File: src/rtl/rotl_unshifter_if.sv
// Valid/ready bus for the rotate-left unshifter: an input side carrying word and amount,
// and an output side carrying the rotated word.
interface rotl_unshifter_if #(
  parameter int unsigned WIDTH = 8,
  parameter int unsigned SHW   = 3
);
  logic             in_valid;
  logic             in_ready;
  logic [WIDTH-1:0] in_data;
  logic [SHW-1:0]   in_amt;
  logic             out_valid;
  logic             out_ready;
  logic [WIDTH-1:0] out_data;

  modport master (
    output in_valid, in_data, in_amt, out_ready,
    input  in_ready, out_valid, out_data
  );

  modport slave (
    input  in_valid, in_data, in_amt, out_ready,
    output in_ready, out_valid, out_data
  );
endinterface

File: src/rtl/rotl_unshifter.sv
// Multi-cycle rotate-left engine: one log-step stage per cycle, stage 2**idx applied when
// amt[idx] is set, so a word rotated right by c comes back to its original value.
module rotl_unshifter #(
  parameter int unsigned WIDTH = 8,
  parameter int unsigned SHW   = 3
) (
  input  logic            clk,
  input  logic            rst_n,
  rotl_unshifter_if.slave bus,
  output logic            busy_o
);

  typedef enum logic [1:0] {StIdle, StRot, StDone} state_e;

  state_e           state_q, state_d;
  logic [WIDTH-1:0] data_q, data_d;
  logic [SHW-1:0]   amt_q, amt_d;
  logic [SHW-1:0]   idx_q, idx_d;

  logic             rot_bit;
  logic [WIDTH-1:0] rot_val;
  logic [2*WIDTH-1:0] dbl;

  // Upper half of {data,data} shifted left by 2**idx is data rotated left by 2**idx.
  always_comb begin
    rot_bit = 1'b0;
    rot_val = data_q;
    dbl     = '0;
    for (int s = 0; s < SHW; s++) begin
      if (idx_q == SHW'(s)) begin
        rot_bit = amt_q[s];
        dbl     = {data_q, data_q} << (1 << s);
        rot_val = dbl[2*WIDTH-1:WIDTH];
      end
    end
  end

  always_comb begin
    state_d = state_q;
    data_d  = data_q;
    amt_d   = amt_q;
    idx_d   = idx_q;
    unique case (state_q)
      StIdle: begin
        if (bus.in_valid) begin
          data_d  = bus.in_data;
          amt_d   = bus.in_amt;
          idx_d   = '0;
          state_d = StRot;
        end
      end
      StRot: begin
        if (rot_bit) data_d = rot_val;
        idx_d = idx_q + SHW'(1);
        if (idx_q == SHW'(SHW - 1)) state_d = StDone;
      end
      StDone: begin
        if (bus.out_ready) state_d = StIdle;
      end
      default: state_d = StIdle;
    endcase
  end

  always_ff @(posedge clk or negedge rst_n) begin
    if (!rst_n) begin
      state_q <= StIdle;
      data_q  <= '0;
      amt_q   <= '0;
      idx_q   <= '0;
    end else begin
      state_q <= state_d;
      data_q  <= data_d;
      amt_q   <= amt_d;
      idx_q   <= idx_d;
    end
  end

  // Outputs decode from state only, so reset drops out_valid immediately.
  always_comb begin
    bus.in_ready  = (state_q == StIdle);
    bus.out_valid = (state_q == StDone);
    bus.out_data  = data_q;
    busy_o        = (state_q != StIdle);
  end

endmodule

File: src/flat_wrapper.sv
// flat-port wrapper written by rule: the top's interface ports become plain ports
module rotl_unshifter_flat 
#(
  parameter int unsigned WIDTH = 8,
  parameter int unsigned SHW   = 3
)
  (clk, rst_n, busy_o, bus_in_valid, bus_in_data, bus_in_amt, bus_out_ready, bus_in_ready, bus_out_valid, bus_out_data);
  rotl_unshifter_if #(.WIDTH(WIDTH), .SHW(SHW)) bus_i ();
  input  logic clk;
  input  logic rst_n;
  output logic busy_o;
  input wire logic [$bits(bus_i.in_valid)-1:0] bus_in_valid;
  input wire logic [$bits(bus_i.in_data)-1:0] bus_in_data;
  input wire logic [$bits(bus_i.in_amt)-1:0] bus_in_amt;
  input wire logic [$bits(bus_i.out_ready)-1:0] bus_out_ready;
  output wire logic [$bits(bus_i.in_ready)-1:0] bus_in_ready;
  output wire logic [$bits(bus_i.out_valid)-1:0] bus_out_valid;
  output wire logic [$bits(bus_i.out_data)-1:0] bus_out_data;
  assign bus_i.in_valid = bus_in_valid;
  assign bus_i.in_data = bus_in_data;
  assign bus_i.in_amt = bus_in_amt;
  assign bus_i.out_ready = bus_out_ready;
  assign bus_in_ready = bus_i.in_ready;
  assign bus_out_valid = bus_i.out_valid;
  assign bus_out_data = bus_i.out_data;
  rotl_unshifter #(.WIDTH(WIDTH), .SHW(SHW)) u_core (.clk(clk), .rst_n(rst_n), .bus(bus_i), .busy_o(busy_o));
endmodule
File: config.mk
export PLATFORM = sky130hd
export DESIGN_NAME = rotl_unshifter_flat
export DESIGN_NICKNAME = d
export VERILOG_FILES = /design/src/rtl/rotl_unshifter_if.sv /design/src/rtl/rotl_unshifter.sv /design/src/flat_wrapper.sv
export SDC_FILE = /design/constraint.sdc
export NUM_CORES = 1
export LEC_CHECK = 0
export CAP_MARGIN = 20
export CORE_MARGIN = 2
export CORE_UTILIZATION = 51
export DETAILED_ROUTE_END_ITERATION = 8
export GPL_ROUTABILITY_DRIVEN = 0
export MAX_ROUTING_LAYER = met4
export PLACE_DENSITY = 0.84
export SYNTH_ARGS = -nofsm -noshare
export SYNTH_HDL_FRONTEND = slang
export SYNTH_SLANG_ARGS = --single-unit
File: constraint.sdc
create_clock -name clk -period 2.6 [get_ports clk]
set_input_delay 0.65 -clock clk [delete_from_list [all_inputs] [get_ports clk]]
set_output_delay 0.65 -clock clk [all_outputs]
set_load 0.01 [all_outputs]
==> flow_metrics.py <==
metrics = {
    "global_route": {
        "overflow": 0,
        "antenna_found_initial": 0,
        "track_usage_pct": 24.1,
        "grt_max_degree": 17,
        "grt_pass1_vias": 793,
        "grt_pass1_wl_um": 3640,
    },
    "worst_setup_path": {
        "path_class": "reg2out",
        "cp-start-kind": "register",
        "crit_required_ns": 1.95,
        "end_kind": "primary output",
        "startpoint": "u_core.state_q[0]",
        "reg2reg_from": "u_core.idx_q[0]",
        "timing.critical_path.fanout_max": 6,
        "critPathArrivalTime_ns": 1.52,
    },
    "placed_design": {
        "port_buffers": 25,
        "hpwl_um": 1660,
    },
    "run": {
        "maxCapViolations": 0,
    },
    "final_layout": {
        "layout.nets": 133,
        "fillers": 151,
        "num_antenna_cells": 0,
        "layout-drive-gt1-share_pct": 20.4,
        "area_delta_synth_final_pct": 31.4,
        "fin_util_pct": 72.3,
    },
    "routing": {
        "firstDrtPassIters": 5,
        "ant_nets": 0,
        "avgRoutedWirePerCell_um": 16.7,
        "drt_iter0_markers": 12,
        "viasPerCell": 6.05,
        "finalWirelength_um": 2310,
        "dr_total_vias": 835,
        "drc": 0,
    },
    "timing": {
        "setup-tns-final_ns": 0,
        "rsz0062_at_grt": "false",
        "tightest_slew_ns": 0.706,
        "max_slew_margin_pct": 52.8,
        "drv_slew": 0,
        "min_period_over_period_pct": 83.5,
        "final.min_clock_period_ns": 2.17,
        "finalHoldViolCount": 0,
        "setup_viol": 0,
        "clock.fmax_mhz": 461,
        "clock_skew_ns": 0.00132,
    },
    "synthesis": {
        "ys_seq_area_share_pct": 41.2,
        "synth_area_per_cell_um2": 11.3,
        "yosys_warnings": 0,
        "syn_area_um2": 971,
        "synth_ff_type": "dfrtp_1",
        "synth_seq_cells": 16,
        "synth_cells": 86,
        "async_flop_share_pct": 100,
        "yosys.cell_types.count": 24,
        "syn_nets": 105,
        "synth_edf_count": 0,
    },
    "clocking": {
        "clock-root-buffer": "clkbuf_4",
        "cts_hold_buf": 0,
        "cts_buffers": 3,
        "clk_path_buf_depth": 2,
        "cts_tree": "done",
        "cts.sinks": 16,
        "clk_latency_ns": 0.28,
        "clk_pin_slew_ns": 0.10,
        "htree_levels": 1,
        "cts_resized": 0,
        "cts_setup_buffers": 0,
    },
    "floorplanning": {
        "core_area_um2": 1760,
        "dieWidth_um": 47.6,
        "rows": 15,
        "pin_count": 26,
        "start_util_pct": 55.0,
        "die_h_um": 47.6,
        "die-area_um2": 2270,
    },
    "power": {
        "power_density_nw_per_um2": 1440,
        "intPower_mw": 1.07,
        "pwr-share-comb_pct": 61.4,
        "pwr-share-seq_pct": 29.5,
        "ir_drop_uv": 882,
        "swShare_pct": 42.1,
        "p_leak_nw": 0.538,
        "p_sw_uw": 776,
        "pwr-share-clk_pct": 9.1,
    },
    "run_status": {
        "status": "finished, final reports clean",
    },
    "min_path": {
        "min_path_type": "reg2reg",
        "worstHoldStart": "u_core.amt_q[2]",
    },
}
[cell usage after synthesis, types with 2 or more instances]
master     number  area [µm²]
mux2_2         12         135
dfrtp_1        16         400
a21oi_4         2        32.5
a2bb2oi_1       8        70.1
inv_1           6        22.5
nand2_1         3        11.3
a221oi_1        8        70.1
ha_1            4        50.1
o21ai_0        10        50.1
nor2_1          3        11.3
[cells by family after synthesis]
logic type | synth area share [%]
compound gates | 27.2
fa+ha+maj | 5.15
buf+inv | 4.38
flops | 41.2
mux | 13.9
simple gates | 8.12
[registers in the layout (all words and copies together), names as in the netlist]
register,cells
u_core.state_q,2
u_core.bus.out_data,8
u_core.idx_q,3
u_core.amt_q,3
[layout make-up]
class                      count  area [µm²]  area share (%)
tap                           25        31.3            2.45
sequential                    16         400            31.4
timing repair buffer          26         258            20.2
clock buffer                   4        36.3            2.84
multi-input combinational     61         528            41.4
inverter                       6        22.5            1.76
[final timing paths]
| check | to | slack [ns] | cells after the start |
|---|---|---|---|
| hold / removal | u_core.amt_q[2] | 0.52 | 1 |
| setup reg to reg | u_core.bus.out_data[3] | 0.72 | 6 |
| min in group asynchronous | u_core.amt_q[0] | 0.78 | 1 |
| hold reg to reg | u_core.amt_q[2] | 0.52 | 1 |
| setup / recovery | bus_out_valid | 0.43 | 2 |
| max in group asynchronous | u_core.state_q[1] | 1.38 | 1 |
[critical path, cell delays in order, from the launching register on]
cell and delay, ns:
dfrtp_1 0.47, and2b_1 0.24, clkdlybuf4s50_1 0.53
[metal layers]
| metal | share of wire, % | GRT usage, % | routed length [µm] |
|---|---|---|---|
| met5 | 0 | - | 0 |
| met4 | 1.3 | 7.57 | 29 |
| met3 | 7.2 | 5.28 | 165 |
| met2 | 48 | 36.2 | 1110 |
| met1 | 44 | 32.5 | 1010 |
[stage by stage]
stage	hold WS [ns]	cells	power (mW)	setup slack, ns	area [µm²]
3_3_place_gp	0.491	134	1.60	0.533	1240
3_5_place_dp	0.499	134	1.66	0.467	1240
6_report	0.518	138	1.84	0.429	1280
4_1_cts	0.523	138	1.84	0.431	1280
2_1_floorplan	0.354	86	1.30	1.01	971
5_1_grt	0.535	138	1.98	0.380	1280
[cell usage in the layout (no fill, tap or decap), types with 2 or more instances in the layout]
master | synthesis | layout
dfrtp_1 | 16 | 16
ha_1 | 4 | 4
clkbuf_4 | 0 | 3
nor2_1 | 3 | 3
a2bb2oi_1 | 8 | 8
inv_1 | 6 | 6
o21ai_0 | 10 | 10
clkdlybuf4s50_1 | 0 | 25
a221oi_1 | 8 | 8
nand2_1 | 3 | 3
mux2_2 | 12 | 12
a21oi_4 | 2 | 2
[power groups by stage]
stage               logic [mW]  clock network (mW)  registers (mW)
floorplan                0.767                   0           0.528
global placement          1.07                   0           0.530
detailed placement        1.12                   0           0.541
CTS                       1.13               0.167           0.541
global route              1.23               0.183           0.564
finish                    1.13               0.168           0.545
No activity file was read; power rests on OpenSTA's default activity.
